$ cat src/rtl/invader_fleet_pkg.sv
// invader_fleet shared constants and types.
// FLEET_SPEEDUP_EN selects the alive-count-driven march period.
package invader_fleet_pkg;

  localparam int ROWS        = 5;
  localparam int COLS        = 11;
  localparam int INV_W       = 16;
  localparam int INV_H       = 8;
  localparam int COL_SHIFT   = 5;
  localparam int ROW_SHIFT   = 4;
  localparam int X_START     = 64;
  localparam int Y_START     = 48;
  localparam int STEP_X      = 4;
  localparam int STEP_Y      = 8;
  localparam int LEFT_BOUND  = 8;
  localparam int RIGHT_BOUND = 632;
  localparam int BOTTOM_Y    = 400;
  localparam int MOVE_FRAMES = 32;

  localparam int NINV  = ROWS * COLS;
  localparam int CNT_W = $clog2(NINV + 1);
  localparam int COL_W = $clog2(COLS);
  localparam int ROW_W = $clog2(ROWS);
  localparam int FC_W  = 6;

`ifdef FLEET_SPEEDUP_EN
  localparam int PERIOD_INIT = NINV / 2 + 1;
`else
  localparam int PERIOD_INIT = MOVE_FRAMES;
`endif

  typedef enum logic {
    ST_MARCH,
    ST_LANDED
  } state_e;

  typedef enum logic {
    DIR_RIGHT,
    DIR_LEFT
  } dir_e;

endpackage

$ cat src/rtl/invader_fleet_if.sv
// Game-side bus of the invader fleet: frame tick, bullet in,
// fleet position/bitmap and event pulses out.
interface invader_fleet_if;
  import invader_fleet_pkg::*;

  logic            frame;
  logic            bullet_valid;
  logic [9:0]      bullet_x;
  logic [9:0]      bullet_y;
  logic [9:0]      fleet_x;
  logic [9:0]      fleet_y;
  logic [NINV-1:0] alive;
  logic            anim;
  logic            invader_collision;
  logic            fleet_landed;
  logic            fleet_cleared;

  modport master (
    output frame, bullet_valid, bullet_x, bullet_y,
    input  fleet_x, fleet_y, alive, anim,
    input  invader_collision, fleet_landed, fleet_cleared
  );

  modport slave (
    input  frame, bullet_valid, bullet_x, bullet_y,
    output fleet_x, fleet_y, alive, anim,
    output invader_collision, fleet_landed, fleet_cleared
  );

endinterface

$ cat src/rtl/invader_fleet_extents.sv
// fleet_extents: leftmost/rightmost live column and lowest
// live row of the formation, purely combinational.
module fleet_extents
  import invader_fleet_pkg::*;
(
  input  logic [NINV-1:0]  alive_i,
  output logic [COL_W-1:0] mincol_o,
  output logic [COL_W-1:0] maxcol_o,
  output logic [ROW_W-1:0] maxrow_o
);

  logic [COLS-1:0] col_any;
  logic [ROWS-1:0] row_any;

  always_comb begin
    col_any = '0;
    row_any = '0;
    for (int r = 0; r < ROWS; r++) begin
      for (int c = 0; c < COLS; c++) begin
        col_any[c] = col_any[c] | alive_i[r*COLS+c];
        row_any[r] = row_any[r] | alive_i[r*COLS+c];
      end
    end
  end

  always_comb begin
    mincol_o = '0;
    maxcol_o = '0;
    maxrow_o = '0;
    for (int c = COLS - 1; c >= 0; c--)
      if (col_any[c]) mincol_o = COL_W'(c);
    for (int c = 0; c < COLS; c++)
      if (col_any[c]) maxcol_o = COL_W'(c);
    for (int r = 0; r < ROWS; r++)
      if (row_any[r]) maxrow_o = ROW_W'(r);
  end

endmodule

$ cat src/rtl/invader_fleet.sv
// Invader formation: march/descend FSM, bullet hit test, wave respawn.
// Define FLEET_SPEEDUP_EN to shorten the march period as invaders die.
module invader_fleet
  import invader_fleet_pkg::*;
(
  input  logic clk,
  input  logic rst,
  input  logic arst,
  invader_fleet_if.slave bus
);

  state_e          state_q, state_d;
  dir_e            dir_q, dir_d;
  logic [9:0]      x_q, x_d, y_q, y_d;
  logic [NINV-1:0] alive_q, alive_d;
  logic [CNT_W-1:0] cnt_q, cnt_d;
  logic [FC_W-1:0] fc_q, fc_d;
  logic [FC_W-1:0] period_q, period_d;
  logic            anim_q, anim_d;
  logic            coll_q, coll_d;
  logic            clr_q, clr_d;
  logic            lock_q, lock_d;

  logic [COL_W-1:0] mincol, maxcol;
  logic [ROW_W-1:0] maxrow;

  fleet_extents u_ext (
    .alive_i  (alive_q),
    .mincol_o (mincol),
    .maxcol_o (maxcol),
    .maxrow_o (maxrow)
  );

  logic [10:0]      dx, dy, col_f, row_f;
  logic [CNT_W-1:0] hit_idx;
  logic             in_cell, hit;

  assign dx    = {1'b0, bus.bullet_x} - {1'b0, x_q};
  assign dy    = {1'b0, bus.bullet_y} - {1'b0, y_q};
  assign col_f = dx >> COL_SHIFT;
  assign row_f = dy >> ROW_SHIFT;

  assign in_cell = !dx[10] && !dy[10]
    && (col_f < 11'(COLS)) && (row_f < 11'(ROWS))
    && ({1'b0, dx[COL_SHIFT-1:0]} < (COL_SHIFT+1)'(INV_W))
    && ({1'b0, dy[ROW_SHIFT-1:0]} < (ROW_SHIFT+1)'(INV_H));

  assign hit_idx = CNT_W'(row_f[ROW_W-1:0]) * CNT_W'(COLS)
                 + CNT_W'(col_f[COL_W-1:0]);

  assign hit = bus.bullet_valid && !lock_q
    && (state_q == ST_MARCH) && in_cell && alive_q[hit_idx];

  logic [11:0] rx, lx, land_y;
  logic [9:0]  y_desc;
  logic        at_edge, landing;

  assign rx = 12'(x_q) + (12'(maxcol) << COL_SHIFT)
            + 12'(INV_W - 1);
  assign lx = 12'(x_q) + (12'(mincol) << COL_SHIFT);
  assign at_edge = (dir_q == DIR_RIGHT)
    ? (rx + 12'(STEP_X) > 12'(RIGHT_BOUND))
    : (lx < 12'(LEFT_BOUND + STEP_X));
  assign y_desc  = y_q + 10'(STEP_Y);
  assign land_y  = 12'(y_desc) + (12'(maxrow) << ROW_SHIFT)
                 + 12'(INV_H);
  assign landing = land_y >= 12'(BOTTOM_Y);

  always_comb begin
    state_d  = state_q;
    dir_d    = dir_q;
    x_d      = x_q;
    y_d      = y_q;
    alive_d  = alive_q;
    cnt_d    = cnt_q;
    fc_d     = fc_q;
    period_d = period_q;
    anim_d   = anim_q;
    coll_d   = hit;
    clr_d    = coll_q && (cnt_q == '0);
    lock_d   = bus.bullet_valid && (lock_q || hit);

    unique case (state_q)
      ST_MARCH: begin
        if (bus.frame && cnt_q == '0) begin
          // wave gone: fresh formation, bullet lock untouched
          x_d      = 10'(X_START);
          y_d      = 10'(Y_START);
          alive_d  = '1;
          cnt_d    = CNT_W'(NINV);
          dir_d    = DIR_RIGHT;
          fc_d     = '0;
          anim_d   = 1'b0;
          period_d = FC_W'(PERIOD_INIT);
        end else if (bus.frame) begin
          if (fc_q + FC_W'(1) >= period_q) begin
            fc_d   = '0;
            anim_d = ~anim_q;
`ifdef FLEET_SPEEDUP_EN
            period_d = FC_W'(cnt_q >> 1) + FC_W'(1);
`endif
            if (at_edge) begin
              y_d   = y_desc;
              dir_d = (dir_q == DIR_RIGHT) ? DIR_LEFT
                                           : DIR_RIGHT;
              if (landing) state_d = ST_LANDED;
            end else if (dir_q == DIR_RIGHT) begin
              x_d = x_q + 10'(STEP_X);
            end else begin
              x_d = x_q - 10'(STEP_X);
            end
          end else begin
            fc_d = fc_q + FC_W'(1);
          end
        end
      end
      ST_LANDED: begin
      end
    endcase

    if (hit) begin
      alive_d[hit_idx] = 1'b0;
      cnt_d            = cnt_q - CNT_W'(1);
    end
  end

  always_ff @(posedge clk) begin
    if (!rst || arst) begin
      state_q  <= ST_MARCH;
      dir_q    <= DIR_RIGHT;
      x_q      <= 10'(X_START);
      y_q      <= 10'(Y_START);
      alive_q  <= '1;
      cnt_q    <= CNT_W'(NINV);
      fc_q     <= '0;
      period_q <= FC_W'(PERIOD_INIT);
      anim_q   <= 1'b0;
      coll_q   <= 1'b0;
      clr_q    <= 1'b0;
      lock_q   <= 1'b0;
    end else begin
      state_q  <= state_d;
      dir_q    <= dir_d;
      x_q      <= x_d;
      y_q      <= y_d;
      alive_q  <= alive_d;
      cnt_q    <= cnt_d;
      fc_q     <= fc_d;
      period_q <= period_d;
      anim_q   <= anim_d;
      coll_q   <= coll_d;
      clr_q    <= clr_d;
      lock_q   <= lock_d;
    end
  end

  assign bus.fleet_x           = x_q;
  assign bus.fleet_y           = y_q;
  assign bus.alive             = alive_q;
  assign bus.anim              = anim_q;
  assign bus.invader_collision = coll_q;
  assign bus.fleet_landed      = (state_q == ST_LANDED);
  assign bus.fleet_cleared     = clr_q;

endmodule

$ cat src/flat_wrapper.sv
// flat-port wrapper written by rule: the top's interface ports become plain ports
module invader_fleet_flat import invader_fleet_pkg::*;
  (clk, rst, arst, bus_frame, bus_bullet_valid, bus_bullet_x, bus_bullet_y, bus_fleet_x, bus_fleet_y, bus_alive, bus_anim, bus_invader_collision, bus_fleet_landed, bus_fleet_cleared);
  invader_fleet_if bus_i ();
  input  logic clk;
  input  logic rst;
  input  logic arst;
  input wire logic [$bits(bus_i.frame)-1:0] bus_frame;
  input wire logic [$bits(bus_i.bullet_valid)-1:0] bus_bullet_valid;
  input wire logic [$bits(bus_i.bullet_x)-1:0] bus_bullet_x;
  input wire logic [$bits(bus_i.bullet_y)-1:0] bus_bullet_y;
  output wire logic [$bits(bus_i.fleet_x)-1:0] bus_fleet_x;
  output wire logic [$bits(bus_i.fleet_y)-1:0] bus_fleet_y;
  output wire logic [$bits(bus_i.alive)-1:0] bus_alive;
  output wire logic [$bits(bus_i.anim)-1:0] bus_anim;
  output wire logic [$bits(bus_i.invader_collision)-1:0] bus_invader_collision;
  output wire logic [$bits(bus_i.fleet_landed)-1:0] bus_fleet_landed;
  output wire logic [$bits(bus_i.fleet_cleared)-1:0] bus_fleet_cleared;
  assign bus_i.frame = bus_frame;
  assign bus_i.bullet_valid = bus_bullet_valid;
  assign bus_i.bullet_x = bus_bullet_x;
  assign bus_i.bullet_y = bus_bullet_y;
  assign bus_fleet_x = bus_i.fleet_x;
  assign bus_fleet_y = bus_i.fleet_y;
  assign bus_alive = bus_i.alive;
  assign bus_anim = bus_i.anim;
  assign bus_invader_collision = bus_i.invader_collision;
  assign bus_fleet_landed = bus_i.fleet_landed;
  assign bus_fleet_cleared = bus_i.fleet_cleared;
  invader_fleet u_core (.clk(clk), .rst(rst), .arst(arst), .bus(bus_i));
endmodule
$ cat config.mk
export PLATFORM = sky130hd
export DESIGN_NAME = invader_fleet_flat
export DESIGN_NICKNAME = d
export VERILOG_FILES = /design/src/rtl/invader_fleet_pkg.sv /design/src/rtl/invader_fleet_if.sv /design/src/rtl/invader_fleet_extents.sv /design/src/rtl/invader_fleet.sv /design/src/flat_wrapper.sv
export SDC_FILE = /design/constraint.sdc
export NUM_CORES = 1
export LEC_CHECK = 0
export BUFFER_PORTS_ARGS = -buffer_cell sky130_fd_sc_hd__clkbuf_2
export CAP_MARGIN = 25
export CORE_ASPECT_RATIO = 0.6
export CORE_MARGIN = 4
export CORE_UTILIZATION = 47
export CTS_BUF_LIST = sky130_fd_sc_hd__clkbuf_16
export DETAILED_ROUTE_END_ITERATION = 10
export PLACE_DENSITY = 0.71
export SETUP_SLACK_MARGIN = 0.02
export SYNTH_ARGS = -nofsm -noshare
export SYNTH_HDL_FRONTEND = slang
export SYNTH_SLANG_ARGS = --single-unit
export TNS_END_PERCENT = 1
$ cat constraint.sdc
create_clock -name clk -period 4.7 [get_ports clk]
set_input_delay 0.47 -clock clk [delete_from_list [all_inputs] [get_ports clk]]
set_output_delay 0.47 -clock clk [all_outputs]
set_load 0.05 [all_outputs]
# Word-level counts from Yosys, hierarchy flattened
# Index checks and enable logic that the tools add are counted.
# Widths: inputs -> output; s select.
# totals
reg_bits,93
latchBits,0
ram_bits,0
mem_bits_ro,0
in_bits,25
output_inout_bits,79
wordCells,217
n_memories,0
# classes
n_addsub,14
multipliers,1
div_mod_pow,0
n_lt_le_gt_ge,10
eq_ne,2
n_shift,0
n_mux,62
n_bitwise,88
n_reduce_logical,29
# ops
operator,count
$mux 55,3
$mux 10,9
$or 1x1->1,84
$mux 4,17
$and 55x55->55,1
$not 55->55,1
$mux 6,6
$add 12x4->12 const B,2
$add 10x9->11,2
$sub 10x10->11,2
$mux 1,19
$logic_and 1x1->1,13
$add 12x3->12 const B,1
$ge 12x9->1 const B,1
$gt 12x10->1 const B,1
$lt 12x4->1 const B,1
$mux 3,4
$add 10x7->11,1
$add 10x3->10 const B,1
$add 10x4->10 const B,1
$sub 10x3->10 const B,1
$reduce_and 4->1,2
$reduce_bool 2->1,4
$lt 6x7->1 const B,1
20 further kinds,28

# Longest topological paths before layout
# Gate-level depths: netlist of the first run.
# logic_depth
depth_word,24
mapped_depth,23
depth_no_buf,19

# Cells and area by module
# From an unflattened synthesis of the first run, not the netlist that was laid out.
# hier_totals
cells_unflattened,708
hier_area_um2,6054.6
# by_module_without_submodules
mod,n_inst,cells_per_inst,area_per_inst_um2,seq_area_each_um2
invader_fleet,1,636,5584.1,1761.7
fleet_extents,1,72,470.5,0.0

# Least setup slack after synthesis of the first run
# Ideal clock, no wire load.
# synth_path
path_type,flip-flop to flip-flop
start,"reg u_core.y_q[5], in the netlist u_core.bus.fleet_y[5]"
end,"reg u_core.alive_q[13], in the netlist u_core.bus.alive[13]"
setup_ps,138
arrival_ps,5359
t_required_ps,4562
setup_slack_ps,-796
stages_incl_launch_ff,22
path_buffers,4
synth_period_minus_slack_ps,5496
path_cell_list,dfxtp_1 > inv_1 > ha_1 > a21oi_1 > o21ai_2 > xor2_1 > ha_1 > inv_1 > fa_1 > fa_1 > buf_4 > buf_2 > o21a_1 > o21ai_0 > a221oi_1 > o32ai_1 > mux2_2 > or2_1 > buf_2 > nor3_4 > buf_6 > a31oi_1
# synth_between
elab_chain_cells,10
word_cells_on_any_way,22
classes_between,2 x add/sub; 1 x mul; 3 x order compare; 5 x mux; 2 x bitwise; 9 x reduce/logical
# synth_rtl
item,line,rtl
start: declaration,invader_fleet.sv:14,"logic [9:0] x_q, x_d, y_q, y_d;"
start signal: assignment,invader_fleet.sv:132,y_q <= 10'(Y_START);
start signal: assignment,invader_fleet.sv:145,y_q <= y_d;
$sub 10x10->11 (*),invader_fleet.sv:39,"assign dy = {1'b0, bus.bullet_y} - {1'b0, y_q};"
$mul 3x4->6 or $logic_not 1->1 (tied branches),"invader_fleet.sv:48, invader_fleet.sv:43",
$add 6x4->6 or $logic_and 1x1->1 (tied branches),"invader_fleet.sv:49, invader_fleet.sv:43",
$lt 6x7->1 (implied by the code) (tied with other cells),invader_fleet.sv:122,alive_d[hit_idx] = 1'b0;
$logic_and 1x1->1 (on tied branches),"invader_fleet.sv:122, invader_fleet.sv:44",
$mux 1 (implied by the code) or $logic_and 1x1->1 (tied branches),"invader_fleet.sv:122, invader_fleet.sv:45",
$demux 1 s6 or $logic_and 1x1->1 (tied branches),--,
$not 55->55 (no source line) or $logic_and 1x1->1 (tied branches),--,
$and 55x55->55 (no source line) or $logic_and 1x1->1 (tied branches),--,
$mux 55 (*),invader_fleet.sv:121,if (hit) begin
end signal: assignment,invader_fleet.sv:146,alive_q <= alive_d;
end: declaration,invader_fleet.sv:15,"logic [NINV-1:0] alive_q, alive_d;"
# Every way passes the cells marked *; elsewhere a longest branch is shown, timed or not. The select of a mux whose other input is x is not followed.
# A chain may end at the register's enable or synchronous reset.

# Worst setup path in the final report of the first run
# layout_path
start,"reg u_core.x_q[2], in the netlist u_core.bus.fleet_x[2]"
end,reg u_core.cnt_q[2]
# layout_between
elab_chain_cells,11
word_cells_on_any_way,18
classes_between,2 x add/sub; 2 x order compare; 1 x eq/ne; 3 x mux; 10 x reduce/logical
# layout_rtl
item,line,rtl
start: declaration,invader_fleet.sv:14,
start signal: assignment,invader_fleet.sv:131,x_q <= 10'(X_START);
$sub 10x10->11 (*),invader_fleet.sv:38,"assign dx = {1'b0, bus.bullet_x} - {1'b0, x_q};"
branches (longest 7 deep; another with $add 6x4->6),--,
$logic_and 1x1->1 (*),invader_fleet.sv:52,&& (state_q == ST_MARCH) && in_cell && alive_q[hit_idx];
$ne 2x2->1 (no source line) or $reduce_bool 2->1 (tied branches),--,
$reduce_and 2->1 (no source line),--,
end signal: assignment,invader_fleet.sv:134,cnt_q <= CNT_W'(NINV);
end signal: assignment,invader_fleet.sv:147,cnt_q <= cnt_d;
end: declaration,invader_fleet.sv:16,"logic [CNT_W-1:0] cnt_q, cnt_d;"
# Mark *: on every way between the ends. The select of a mux whose other input is x is not followed.

==> results of run 1 <==
-- layout make-up --
type | instances | area [sq um]
clock buffers | 9 | 225
clock inverters | 7 | 56.3
fillers | 1116 | 4800
inverters | 35 | 136
multi-input cells | 593 | 4340
flip-flops and latches | 88 | 1790
well taps | 170 | 213
repair buffers | 184 | 1250
-- power by group through the flow --
stage,combinational (mW),clock [mW],sequential [mW]
floorplan,0.667,0,0.760
global placement,1.04,0,0.760
detailed placement,1.06,0,0.760
CTS,1.22,0.703,0.742
global route,1.39,0.733,0.742
finish,1.33,0.698,0.742
-- flip-flops by register name, indices dropped and copies added (netlist names) --
register / count
u_core.bus.fleet_y: 7
u_core.bus.alive: 55
u_core.bus.fleet_x: 8
u_core.cnt_q: 6
u_core.bus.anim: 1
u_core.fc_q: 6
u_core.dir_q: 1
u_core.bus.fleet_landed: 1
u_core.lock_q: 1
u_core.bus.fleet_cleared: 1
u_core.bus.invader_collision: 1
-- metal layers --
layer,track usage (%),share of wire [%],up-vias
li1,-,-,3053
met3,9.61,13,44
met4,5.17,1.5,2
met5,0,0.093,-
met2,37.9,40,376
met1,40.9,45,3038
-- through the flow --
stage | instance area (sq um) | power [mW]
after floorplan | 6320 | 1.43
after global placement | 7370 | 1.80
after detailed placement | 7370 | 1.82
after CTS | 7880 | 2.66
after global routing | 8020 | 2.86
final | 8020 | 2.77
-- cells by family (layout without fill, tap and decap cells) --
group	count (synthesis)	in the layout	share of synthesized area (%)
XOR/XNOR	35	35	4.99
buffers and inverters	73	235	6.07
other	1	5	0.0610
AO/OA/AOI/OAI	183	183	19.7
multiplexers	25	25	5.58
flip-flops	88	88	28.7
AND/OR/NAND/NOR	291	291	23.1
adder cells (fa/ha/maj)	54	54	11.9
-- layout by cell type (no fill, tap or decap), types with 4 or more instances in the layout --
| cell | n |
|---|---|
| sky130_fd_sc_hd__dfxtp_4 | 7 |
| sky130_fd_sc_hd__ha_4 | 6 |
| sky130_fd_sc_hd__or2_2 | 4 |
| sky130_fd_sc_hd__nor4_1 | 10 |
| sky130_fd_sc_hd__nand2_1 | 35 |
| sky130_fd_sc_hd__buf_4 | 83 |
| sky130_fd_sc_hd__dfxtp_1 | 78 |
| sky130_fd_sc_hd__ha_1 | 41 |
| sky130_fd_sc_hd__o211ai_1 | 4 |
| sky130_fd_sc_hd__clkbuf_2 | 93 |
| sky130_fd_sc_hd__mux4_2 | 7 |
| sky130_fd_sc_hd__nor3_1 | 30 |
| sky130_fd_sc_hd__nand4_1 | 4 |
| sky130_fd_sc_hd__fa_1 | 5 |
| sky130_fd_sc_hd__xnor2_1 | 16 |
| sky130_fd_sc_hd__clkbuf_16 | 10 |
| sky130_fd_sc_hd__o21bai_1 | 5 |
| sky130_fd_sc_hd__inv_1 | 31 |
| sky130_fd_sc_hd__or3_1 | 5 |
| sky130_fd_sc_hd__clkinv_4 | 4 |
| sky130_fd_sc_hd__nor2_1 | 119 |
| sky130_fd_sc_hd__nor2b_1 | 11 |
| sky130_fd_sc_hd__and3_1 | 4 |
| sky130_fd_sc_hd__nand3_1 | 20 |
| sky130_fd_sc_hd__nand2b_1 | 10 |
| sky130_fd_sc_hd__xor2_1 | 14 |
| sky130_fd_sc_hd__o21ai_0 | 18 |
| sky130_fd_sc_hd__a31oi_1 | 51 |
| sky130_fd_sc_hd__conb_1 | 5 |
| sky130_fd_sc_hd__or4_1 | 11 |
| sky130_fd_sc_hd__a211o_1 | 4 |
| sky130_fd_sc_hd__a21oi_1 | 39 |
| sky130_fd_sc_hd__mux2i_1 | 14 |
| sky130_fd_sc_hd__o21a_1 | 4 |
| sky130_fd_sc_hd__a21o_1 | 9 |
-- worst paths after layout --
kind / end / slack (ns) / start
setup reg to reg: u_core.cnt_q[2] / -0.37 / u_core.bus.fleet_x[2]
setup / recovery: u_core.cnt_q[2] / -0.37 / u_core.bus.fleet_x[2]
hold reg to reg: u_core.fc_q[1] / 0.48 / u_core.fc_q[1]
hold / removal: u_core.lock_q / 0.37 / bus_bullet_valid
-- critical path, stage by stage (launching register included) --
cell                        delay [ns]
sky130_fd_sc_hd__dfxtp_4          0.36
sky130_fd_sc_hd__inv_4            0.04
sky130_fd_sc_hd__ha_4             0.22
sky130_fd_sc_hd__o211ai_1         0.27
sky130_fd_sc_hd__a21boi_2         0.10
sky130_fd_sc_hd__or2_4            0.27
sky130_fd_sc_hd__a21oi_4          0.15
sky130_fd_sc_hd__xor2_2           0.20
sky130_fd_sc_hd__fa_2             0.50
sky130_fd_sc_hd__fa_2             0.62
sky130_fd_sc_hd__buf_12           0.12
sky130_fd_sc_hd__buf_16           0.13
sky130_fd_sc_hd__buf_4            0.12
sky130_fd_sc_hd__o21bai_1         0.07
sky130_fd_sc_hd__a22o_1           0.24
sky130_fd_sc_hd__nor3_2           0.23
sky130_fd_sc_hd__o32ai_2          0.13
sky130_fd_sc_hd__mux2_4           0.30
sky130_fd_sc_hd__or4_4            0.47
sky130_fd_sc_hd__a2111oi_4        0.23
sky130_fd_sc_hd__o21ba_4          0.20
-- repair_timing --
item                                    in CTS  in global routing
cloned                                       2                  1
endpoints found under the setup margin      63                 64
setup buffers                                7                  2
hold endpoints to repair                     0                  0
gates resized for setup                     23                 17
pin swaps                                   17                 21
hold buffers                                 0                  0
==> results.txt, run 1 <==
----------------------------------------------------
[Run status]
  Status ... complete, but fails checks
  Failing checks ... setup timing

[Global routing]
  Combined global-route utilization of all metal layers ... between 20% and 30%
  Maximum number of pins on one net before global-route repair ... 58
  Vias in the first global route ... 5858
  Antenna violations before repair ... 1
  Global route total overflow ... 0
  Global-route wire length before repair ... 32100 microns

[Synthesis]
  Cell types occupying the most area after synthesis ... sky130_fd_sc_hd__dfxtp_1 (29%), sky130_fd_sc_hd__ha_1 (9.6%), sky130_fd_sc_hd__nor2_1 (7.5%)
  Count of unique library cells instantiated by Yosys ... 74
  Leading area contributor after synthesis ... sky130_fd_sc_hd__dfxtp_1
  Leading cell types by count after synthesis ... sky130_fd_sc_hd__nor2_1 (122), sky130_fd_sc_hd__dfxtp_1 (88), sky130_fd_sc_hd__a31oi_1 (51), sky130_fd_sc_hd__ha_1 (47), sky130_fd_sc_hd__a21oi_1 (42)
  Prevailing post-synth register cell ... sky130_fd_sc_hd__dfxtp_1
  Synth async-reset ratio ... 0%
  Most numerous cell in the Yosys netlist ... sky130_fd_sc_hd__nor2_1
  Number of standard cells after synthesis ... between 700 and 800
  Number of flops mapped to enable cells by yosys ... 0
  Synth Cell Area ... 6140 sq um
  Flip-flop and latch count after synthesis ... 88
  Synthesized area divided by synthesized cell count ... ~8.2 sq um
  Number of warnings printed during yosys synthesis ... 0
  Area share of the leading cell type in the synthesized netlist ... 28.7%
  Part of the Yosys area used for sequential elements ... between 20% and 30%

[Critical path]
  Largest driver fanout on the critical path ... 10
  R2r worst-path depth ... 20
  CP Capture Type ... flip-flop
  Nature of the critical path startpoint ... flip-flop
  CP Class ... reg -> reg
  Data arrival time of the critical path ... 5.32 ns
  Required time worst endpoint ... 4.95 ns

[Final layout]
  Final cell count without fillers ... 1086
  Area added between synthesis and finish ... 30.5%
  ANT cells ... 0
  Post-layout net count ... just under 1000
  Proportion of layout cells with a drive suffix above 1 ... 30.6%
  Post-layout util ... 62.6%

[Routing]
  Routed length per instance ... roughly 20 microns
  DR vias ... 6513
  Detailed Routing Iterations Pass 1 ... 5
  Post-detailed-route count of antenna-violating nets ... 0
  Vias/cell ... 6.00
  Starting DRT DRC Count ... 701
  Drt drc ... 0
  Total wire length ... 21500 microns

[Power and ir drop]
  Net switching component of the power ... 1.10 mW
  Switching share of power ... between 30% and 40%
  Power per cell area ... 345 nW/um^2
  VDD IR max ... 0.224 mV
  Power share of the clock group ... 25.2%
  Leakage power ... between 3 and 4 nW
  Internal ... about 1.7 mW
  Share of total power in sequential cells ... between 20% and 30%
  Part of the total power dissipated in combinational logic ... between 40% and 50%

[STA]
  Slew @ Worst Pin ... 0.982 ns
  Worst relative slew slack ... between 30% and 40%
  Max-slew violation count ... 0
  Count of endpoints failing setup in the final report ... 63
  Final worst slack ... -0.374 ns
  Number of hold violations in the final report ... 0
  RSZ-0062 raised after global routing ... yes
  Sum of negative setup slack ... -18.99 ns
  Final-layout worst hold slack ... 0.368 ns
  Period Utilization, post-route ... 108%
  Fin Clk Skew ... roughly 0.0069 ns
  Maximum clock rate ... roughly 200 MHz
  Final critical delay including setup and external delays ... 5.07 ns

[Clocking]
  Number of clock sinks seen by CTS ... 88
  Number of buffers on the longest clock path ... 2
  H-tree level count ... 3
  Number of clock buffers inserted by TritonCTS ... 9
  CTS root buf ... sky130_fd_sc_hd__clkbuf_16
  Source-to-sink clock delay at the later pin of the worst-skew pair ... about 0.35 ns
  TritonCTS clock tree ... yes
  Clock transition at path regs ... 0.07 ns

[Floorplan]
  Die Ht ... about 97 microns
  Total core area ... 12800 sq um
  Die footprint ... 15000 sq um
  Number of ports placed on the die boundary ... around 100
  Initial cell density of the core ... 48.0%
  Site Rows ... 32
  Horizontal die dimension ... 156 microns

[Run]
  Count of maximum capacitance violations ... 0

[Min path]
  Kind of path behind the tightest hold check ... in -> reg
  Cell depth of the worst min-delay path ... 2

[Placed design]
  Number of cells in the design after placement ... 1058
  Worst-case setup slack after placement ... -0.625 ns
  Number of buffer cells added on primary ports ... 93
  Estimated wirelength of the detail-placed design ... 15900 microns
  GP Congestion ... 0.982

----------------------------------------------------
Note: power is estimated with default switching activity, not from simulation.
==> run 2: changes to the inputs <==
--- a/config.mk
+++ b/config.mk
@@ -12,7 +12,7 @@
 export CORE_UTILIZATION = 47
 export CTS_BUF_LIST = sky130_fd_sc_hd__clkbuf_16
 export DETAILED_ROUTE_END_ITERATION = 10
-export PLACE_DENSITY = 0.71
+export PLACE_DENSITY_LB_ADDON = 0.05
 export SETUP_SLACK_MARGIN = 0.02
 export SYNTH_ARGS = -nofsm -noshare
 export SYNTH_HDL_FRONTEND = slang
==> run 2 against run 1 <==
The flow still finishes with violations (setup timing). Routed wire length increased by 4.0%. Sequential power hardly changed. Total power down 2.7%. Global-route usage grew 1.6 points. Critical path depth fell by 2. Sequential share of layout area is 0.31 points higher. Sequential cell count stayed put. Fmax increased by 1.6%. Utilization decreased by 0.86 points. Design area fell by 1.4%. Via count is 0.23% higher. Critical path type unchanged. Largest cell class unchanged.
==> results.txt, run 2 (same netlist as run 1, synthesis figures left out) <==
----------------------------------------------------
[Clocking]
  TritonCTS clock tree ... yes
  CTS root buf ... sky130_fd_sc_hd__clkbuf_16
  Number of buffers on the longest clock path ... 2 (unchanged)
  Number of clock buffers inserted by TritonCTS ... 9 (unchanged)
  Post-cts hold buffer count ... 0 (unchanged)
  H-tree level count ... 3 (unchanged)
  Clock transition at path regs ... 0.08 ns (about the same)
  Number of clock sinks seen by CTS ... 88 (unchanged)
  Source-to-sink clock delay at the later pin of the worst-skew pair ... 0.35 ns (about the same)

[Power and ir drop]
  Power per cell area ... 341 nW/um^2 (-1.4%)
  Leakage power ... 3.20 nW (-0.72%)
  Design Power ... 2.69 mW (-2.7%)
  VDD IR max ... 0.293 mV (+31%)

[Global routing]
  Global-route track usage on met1 ... 43.4% (+2.6 points)
  Vias in the first global route ... 6120 (+4.5%)
  Global-route wire length before repair ... 33800 microns (+5.2%)
  Top Usage Layer GRT ... met1
  Combined global-route utilization of all metal layers ... 29.0% (+1.6 points)
  Met3 Usage GRT ... 9.35% (-0.27 points)
  Fraction of met2 tracks used by global routing ... 39.7% (+1.9 points)
  Antenna violations before repair ... 0 (-1)
  Maximum number of pins on one net before global-route repair ... 56 (-3.4%)
  Global route total overflow ... 0 (unchanged)

[Final layout]
  Post-Layout Inst Area ... 7910 sq um (-1.4%)
  Final cell count without fillers ... 1088 (+0.18%)
  Proportion of layout cells with a drive suffix above 1 ... 30.0% (-0.61 points)
  Flip-flop and latch area ... 1790 sq um (unchanged)
  Post-layout net count ... 992 (+0.20%)
  Commonest cells after routing, fill and taps aside ... sky130_fd_sc_hd__nor2_1 (119), sky130_fd_sc_hd__clkbuf_2 (93), sky130_fd_sc_hd__buf_4 (90)
  Area used by multi-input combinational logic ... 4250 sq um (-2.2%)
  Number of fillers in the final layout ... 1172 (+5.0%)
  Number of flip-flops in the largest register ... 55 (unchanged)
  Commonest non-fill, non-tap cell in the layout ... sky130_fd_sc_hd__nor2_1
  Area added between synthesis and finish ... 28.7%
  ANT cells ... 0 (unchanged)

[Placed design]
  Number of cells in the design after placement ... 1063 (+0.47%)
  Number of buffer cells added on primary ports ... 93 (unchanged)
  GP Congestion ... 1.01 (+3.4%)
  Estimated wirelength of the detail-placed design ... 17300 microns (+9.0%)
  Placement Cell Area ... 7410 sq um (+0.51%)

[Floorplan]
  Die Ht ... 96.6 microns (unchanged)
  Die footprint ... 15000 sq um (unchanged)
  Initial cell density of the core ... 48.0% (unchanged)
  Site Rows ... 32 (unchanged)
  Horizontal die dimension ... 156 microns (unchanged)
  Number of ports placed on the die boundary ... 104 (unchanged)
  Total core area ... 12800 sq um (unchanged)

[Run status]
  Status ... complete, but fails checks
  Failing checks ... setup timing

[STA]
  Count of endpoints failing setup in the final report ... 63 (unchanged)
  Slew @ Worst Pin ... 0.917 ns (-0.0654 ns)
  Max-slew violation count ... 0 (unchanged)
  RSZ-0062 raised after global routing ... yes
  Worst relative slew slack ... 38.8% (+4.2 points)
  Fin Clk Skew ... 0.0104 ns (+0.00348 ns)
  Period Utilization, post-route ... 106% (-1.7 points)
  Number of hold violations in the final report ... 0 (unchanged)
  Final-layout worst hold slack ... 0.396 ns (+0.0285 ns)
  Final worst slack ... -0.292 ns (+0.0814 ns)
  Maximum clock rate ... 200 MHz (+1.6%)
  Final critical delay including setup and external delays ... 4.99 ns (-0.0814 ns)

[Routing]
  Total wire length ... 22400 microns (+4.0%)
  Starting DRT DRC Count ... 743 (+6.0%)
  Vias/cell ... 6.00 (about the same)
  DR vias ... 6528 (+0.23%)
  Detailed Routing Iterations Pass 1 ... 6 (+1)
  Drt drc ... 0 (unchanged)
  Post-detailed-route count of antenna-violating nets ... 0 (unchanged)
  Routed length per instance ... 20.6 microns (+3.8%)

[Min path]
  Kind of path behind the tightest hold check ... in -> reg

[Critical path]
  Nature of the critical path startpoint ... flip-flop
  Required time worst endpoint ... 4.95 ns (about the same)
  Data arrival time of the critical path ... 5.24 ns (-0.08 ns)
  CP Class ... reg -> reg
  CP Capture Type ... flip-flop
  Largest driver fanout on the critical path ... 3 (-7)

[Run]
  Count of maximum capacitance violations ... 0 (unchanged)

----------------------------------------------------
[run 2: cell count changes in the layout (fill, tap and decap cells not counted), moves of 3 or more]
cell                       delta
sky130_fd_sc_hd__nor3_2       -3
sky130_fd_sc_hd__clkinv_8     +3
sky130_fd_sc_hd__nor3_1       +3
sky130_fd_sc_hd__clkinv_4     -3
sky130_fd_sc_hd__buf_4        +7
[run 2: final timing paths]
check,startpoint,to,slack (ns),cells after the start
max,u_core.bus.fleet_x[2],u_core.cnt_q[2],-0.29,18
min,bus_bullet_valid,u_core.lock_q,0.40,2
max reg2reg,u_core.bus.fleet_x[2],u_core.cnt_q[2],-0.29,18
min reg2reg,u_core.bus.invader_collision,u_core.bus.fleet_cleared,0.49,1
[run 2: through the flow]
stage                     setup WS [ns]  util (%)  setup TNS [ns]
after floorplan                  -0.159         -           -7.58
after global placement           -0.435      57.9          -21.13
after detailed placement         -0.562      57.9          -28.45
after CTS                        -0.263      60.9          -12.00
after global routing             -0.455      61.7          -24.89
final                            -0.292      61.7          -13.59
[run 2: repair_timing]
action                                  4_1_cts  5_1_grt
pin swaps                                     7        9
buffers inserted                              6        2
gates cloned                                  0        1
resized for setup                             9       14
endpoints found under the setup margin       63       72
[run 2: power by group]
part           total (mW)  switching (mW)  internal (mW)
clock network       0.751           0.369          0.381
registers           0.742        0.000684          0.741
logic                1.20           0.715          0.487
[run 2: critical path: stages (launching register included)]
cell and delay [ns]:
sky130_fd_sc_hd__dfxtp_4 0.36, sky130_fd_sc_hd__inv_4 0.05, sky130_fd_sc_hd__ha_4 0.23, sky130_fd_sc_hd__o211ai_1 0.23
sky130_fd_sc_hd__a21boi_2 0.11, sky130_fd_sc_hd__or2_4 0.26, sky130_fd_sc_hd__a21oi_2 0.15, sky130_fd_sc_hd__xor2_1 0.19
sky130_fd_sc_hd__fa_1 0.48, sky130_fd_sc_hd__fa_2 0.61, sky130_fd_sc_hd__buf_4 0.13, sky130_fd_sc_hd__mux2i_1 0.06
sky130_fd_sc_hd__a211o_1 0.34, sky130_fd_sc_hd__a221oi_2 0.27, sky130_fd_sc_hd__o32ai_1 0.14, sky130_fd_sc_hd__mux2_4 0.29
sky130_fd_sc_hd__or4_4 0.46, sky130_fd_sc_hd__a2111oi_4 0.32, sky130_fd_sc_hd__o21ba_2 0.20
[run 2: layout make-up]
| type | count | share of cell area [%] |
|---|---|---|
| sequential | 88 | 22.7 |
| inverter | 35 | 1.72 |
| tap | 170 | 2.69 |
| timing repair buffer | 186 | 15.3 |
| clock buffer | 9 | 2.85 |
| multi-input combinational | 593 | 53.7 |
| clock inverter | 7 | 1.09 |
[run 2: metal layers]
layer / wire (microns) / vias to the layer above / share of wire, %
met4: 289 / 0 / 1.3
met2: 8960 / 319 / 40
met3: 2650 / 30 / 12
met1: 10500 / 3124 / 47
li1: - / 3055 / -
met5: 0 / - / 0
==> run 3: changes to the inputs <==
--- a/config.mk
+++ b/config.mk
@@ -16,5 +16,6 @@
 export SETUP_SLACK_MARGIN = 0.02
 export SYNTH_ARGS = -nofsm -noshare
 export SYNTH_HDL_FRONTEND = slang
+export SYNTH_HIERARCHICAL = 1
 export SYNTH_SLANG_ARGS = --single-unit
 export TNS_END_PERCENT = 1
==> run 3 against run 2 <==
The flow still finishes with violations (setup timing). Highest routed layer unchanged. Clock power rose by 0.9%. Register-to-register slack better by 0.26 ns. Critical path depth shrank 2. First-iteration DRC count shrank 16%. Fmax rose by 5.4%. Sequential cell count did not move. Worst hold slack worse by 0.025 ns. Final cell count fell by 4.6%. Total power is 5.5% lower. Synthesized area decreased by 1.5%. Sequential share of layout area is 0.37 points higher. Synthesized cell count fell by 5.6%. Critical path type unchanged.
==> results.txt, run 3 <==
----------------------------------------------------
[Global routing]
  Global-route wire length before repair ... 32000 microns (-5.3%)
  Antenna violations before repair ... 0 (unchanged)
  Combined global-route utilization of all metal layers ... 27.7% (-1.3 points)
  Vias in the first global route ... 5787 (-5.4%)
  Maximum number of pins on one net before global-route repair ... 36 (-36%)
  Global route total overflow ... 0 (unchanged)

[Synthesis]
  Leading cell types by count after synthesis ... sky130_fd_sc_hd__nor2_1 (113), sky130_fd_sc_hd__dfxtp_1 (88), sky130_fd_sc_hd__a21oi_1 (74), sky130_fd_sc_hd__ha_1 (43)
  Number of flops mapped to enable cells by yosys ... 0 (unchanged)
  Synth Cell Area ... 6050 sq um (-1.5%)
  Number of standard cells after synthesis ... 708 (-5.6%)
  Leading area contributor after synthesis ... sky130_fd_sc_hd__dfxtp_1
  Area share of the leading cell type in the synthesized netlist ... 29.1% (+0.43 points)
  Most numerous cell in the Yosys netlist ... sky130_fd_sc_hd__nor2_1
  Flip-flop and latch count after synthesis ... 88 (unchanged)
  Synthesized area divided by synthesized cell count ... 8.55 sq um (+4.4%)
  Part of the Yosys area used for sequential elements ... 29.1% (+0.43 points)
  Number of warnings printed during yosys synthesis ... 6 (+6)
  Cell types occupying the most area after synthesis ... sky130_fd_sc_hd__dfxtp_1 (29%), sky130_fd_sc_hd__ha_1 (8.9%), sky130_fd_sc_hd__nor2_1 (7.0%)
  Prevailing post-synth register cell ... sky130_fd_sc_hd__dfxtp_1
  Synth async-reset ratio ... 0% (unchanged)
  Count of unique library cells instantiated by Yosys ... 80 (+8.1%)

[Clocking]
  H-tree level count ... 3 (unchanged)
  Clock transition at path regs ... 0.07 ns (about the same)
  Number of buffers on the longest clock path ... 2 (unchanged)
  Source-to-sink clock delay at the later pin of the worst-skew pair ... 0.35 ns (about the same)
  Post-cts hold buffer count ... 0 (unchanged)
  Number of clock sinks seen by CTS ... 88 (unchanged)
  TritonCTS clock tree ... yes
  CTS root buf ... sky130_fd_sc_hd__clkbuf_16
  Number of clock buffers inserted by TritonCTS ... 9 (unchanged)

[Routing]
  Drt drc ... 0 (unchanged)
  Total wire length ... 20500 microns (-8.5%)
  DR vias ... 6204 (-5.0%)
  Routed length per instance ... 19.7 microns (-4.1%)
  Vias/cell ... 5.98 (-0.39%)
  Detailed Routing Iterations Pass 1 ... 6 (unchanged)
  Starting DRT DRC Count ... 625 (-16%)
  Post-detailed-route count of antenna-violating nets ... 0 (unchanged)

[Final layout]
  Proportion of layout cells with a drive suffix above 1 ... 31.7% (+1.8 points)
  Area added between synthesis and finish ... 28.8%
  Post-layout net count ... 941 (-5.1%)
  Area used by multi-input combinational logic ... 4240 sq um (-0.27%)
  Commonest cells after routing, fill and taps aside ... sky130_fd_sc_hd__nor2_1 (110), sky130_fd_sc_hd__clkbuf_2 (93), sky130_fd_sc_hd__dfxtp_1 (78)
  Number of fillers in the final layout ... 1059 (-9.6%)
  Final cell count without fillers ... 1038 (-4.6%)
  Flip-flop and latch area ... 1800 sq um (+0.28%)
  Commonest non-fill, non-tap cell in the layout ... sky130_fd_sc_hd__nor2_1
  Number of flip-flops in the largest register ... 55 (unchanged)
  ANT cells ... 0 (unchanged)
  Post-layout util ... 63.2% (+1.5 points)

[Floorplan]
  Site Rows ... 31 (-3.1%)
  Die Ht ... 95.9 microns (-0.67%)
  Initial cell density of the core ... 49.1% (+1.1 points)
  Horizontal die dimension ... 155 microns (-0.70%)
  Die footprint ... 14800 sq um (-1.4%)
  Number of ports placed on the die boundary ... 104 (unchanged)
  Total core area ... 12300 sq um (-3.7%)

[Min path]
  Sink of the worst hold path ... u_core/lock_q
  Cell depth of the worst min-delay path ... 2 (unchanged)
  Launch point of the worst hold path ... bus_bullet_valid
  Kind of path behind the tightest hold check ... in -> reg

[STA]
  Sum of negative setup slack ... -0.185 ns (+13.40 ns)
  Number of hold violations in the final report ... 0 (unchanged)
  Maximum clock rate ... 211 MHz (+5.4%)
  Worst relative slew slack ... 48.7% (+9.9 points)
  Slew @ Worst Pin ... 0.763 ns (-0.153 ns)
  Fin Clk Skew ... 0.00840 ns (-0.00196 ns)
  Period Utilization, post-route ... 101% (-5.4 points)
  Count of endpoints failing setup in the final report ... 13 (-79%)
  RSZ-0062 raised after global routing ... yes
  Final critical delay including setup and external delays ... 4.74 ns (-0.256 ns)
  Max-slew violation count ... 0 (unchanged)
  Final worst slack ... -0.0364 ns (+0.256 ns)

[Critical path]
  Cell breakdown of the critical path ... inv_2 -> ha_1 -> or3_4 -> and3_1 -> or3_1 -> and2_1 -> fa_1 -> ha_4 -> buf_4 -> xor2_1 -> or4_4 -> a2111oi_4 -> nand4_4 -> buf_6 -> o22a_2 -> o21a_1
  CP Capture Type ... flip-flop
  CP Class ... reg -> reg
  Nature of the critical path startpoint ... flip-flop
  Worst r2r src ... u_core/bus.fleet_x[2]
  Crit path max-delay cell type ... sky130_fd_sc_hd__fa_1
  Data arrival time of the critical path ... 4.98 ns (-0.26 ns)
  Largest driver fanout on the critical path ... 5 (+2)
  Largest stage delay on the critical path ... 0.53 ns (-0.08 ns)
  Capturing point of the worst reg2reg path ... u_core/cnt_q[2]
  Worst R2R Setup Slack ... -0.04 ns (+0.26 ns)
  Required time worst endpoint ... 4.94 ns (about the same)
  Buf/Inv on CP ... 3 (+1)
  Crit-path leading delay family ... simple AND/OR/NAND/NOR gates
  R2r worst-path depth ... 16 (-2)

[Placed design]
  GP Congestion ... 0.962 (-5.2%)
  Number of cells in the design after placement ... 1018 (-4.2%)
  Number of buffer cells added on primary ports ... 93 (unchanged)
  Estimated wirelength of the detail-placed design ... 16100 microns (-6.9%)

[Power and ir drop]
  Power per cell area ... 326 nW/um^2 (-4.2%)
  VDD IR max ... 0.219 mV (-25%)
  Leakage power ... 3.27 nW (+2.2%)
  Design Power ... 2.55 mW (-5.5%)

[Run status]
  Status ... complete, but fails checks
  Failing checks ... setup timing

[Run]
  Count of maximum capacitance violations ... 0 (unchanged)

----------------------------------------------------
run 3: how the worst max path moves through the flow:
stage / end / from / cells past startpoint
4_1_cts: u_core/cnt_q[2] / u_core/bus.fleet_x[2] / 18
5_1_grt: u_core/bus.alive[40] / u_core/bus.fleet_y[3] / 18
3_3_place_gp: u_core/cnt_q[4] / bus_bullet_x[2] / 16
2_1_floorplan: u_core/bus.alive[40] / u_core/bus.fleet_x[2] / 17
3_5_place_dp: u_core/bus.alive[45] / bus_bullet_x[4] / 18
6_report: u_core/cnt_q[2] / u_core/bus.fleet_x[2] / 16
run 3: worst register-to-register path, cell delays in order (launching register included):
cell and delay (ns):
sky130_fd_sc_hd__dfxtp_4 0.35, sky130_fd_sc_hd__inv_2 0.04, sky130_fd_sc_hd__ha_1 0.30, sky130_fd_sc_hd__or3_4 0.40, sky130_fd_sc_hd__and3_1 0.19, sky130_fd_sc_hd__or3_1 0.37
sky130_fd_sc_hd__and2_1 0.18, sky130_fd_sc_hd__fa_1 0.53, sky130_fd_sc_hd__ha_4 0.22, sky130_fd_sc_hd__buf_4 0.16, sky130_fd_sc_hd__xor2_1 0.17, sky130_fd_sc_hd__or4_4 0.48
sky130_fd_sc_hd__a2111oi_4 0.46, sky130_fd_sc_hd__nand4_4 0.24, sky130_fd_sc_hd__buf_6 0.20, sky130_fd_sc_hd__o22a_2 0.19, sky130_fd_sc_hd__o21a_1 0.16
run 3: kinds of logic after synthesis:
family | count (synthesis) | share of synthesized area, %
and+or+nand+nor | 277 | 24.5
AOI/OAI and AO/OA | 173 | 18.8
DFF | 88 | 29.1
buffers and inverters | 57 | 4.63
adders and majority gates | 48 | 10.5
xor gates and xnor gates | 35 | 5.62
muxes | 29 | 6.76
other | 1 | 0.0619
run 3: timing repair:
action	CTS	global route
endpoints found under the setup margin	60	65
gates resized for setup	12	7
pin swaps	13	5
buffers inserted	2	2
hold endpoints to repair	0	0
run 3: stage by stage:
step / worst slack, ns / area [sq um] / hold WS [ns]
after global routing: -0.181 / 7800 / 0.382
after detailed placement: -0.339 / 7350 / 0.477
after floorplan: 0.0217 / 6210 / 0.441
after CTS: 0.0301 / 7750 / 0.360
final: -0.0364 / 7800 / 0.371
after global placement: -0.217 / 7350 / 0.450
run 3: final cells by class:
class	count	area share [%]
multi-input combinational	567	54.3
tap	165	2.65
timing repair buffer	173	14.7
sequential	88	23.0
clock buffer	9	2.89
clock inverter	7	1.03
inverter	29	1.43
run 3: report_power, final:
group | internal, mW | total [mW] | switching, mW
logic | 0.472 | 1.05 | 0.575
registers | 0.741 | 0.742 | 0.00142
clock network | 0.419 | 0.758 | 0.338
run 3: layer usage:
metal	routed length, microns	share of wire (%)	global-route usage (%)
met4	175	0.85	5.80
met1	9430	46	41.5
met3	2850	14	9.84
met2	8030	39	37.8
met5	0	0	0
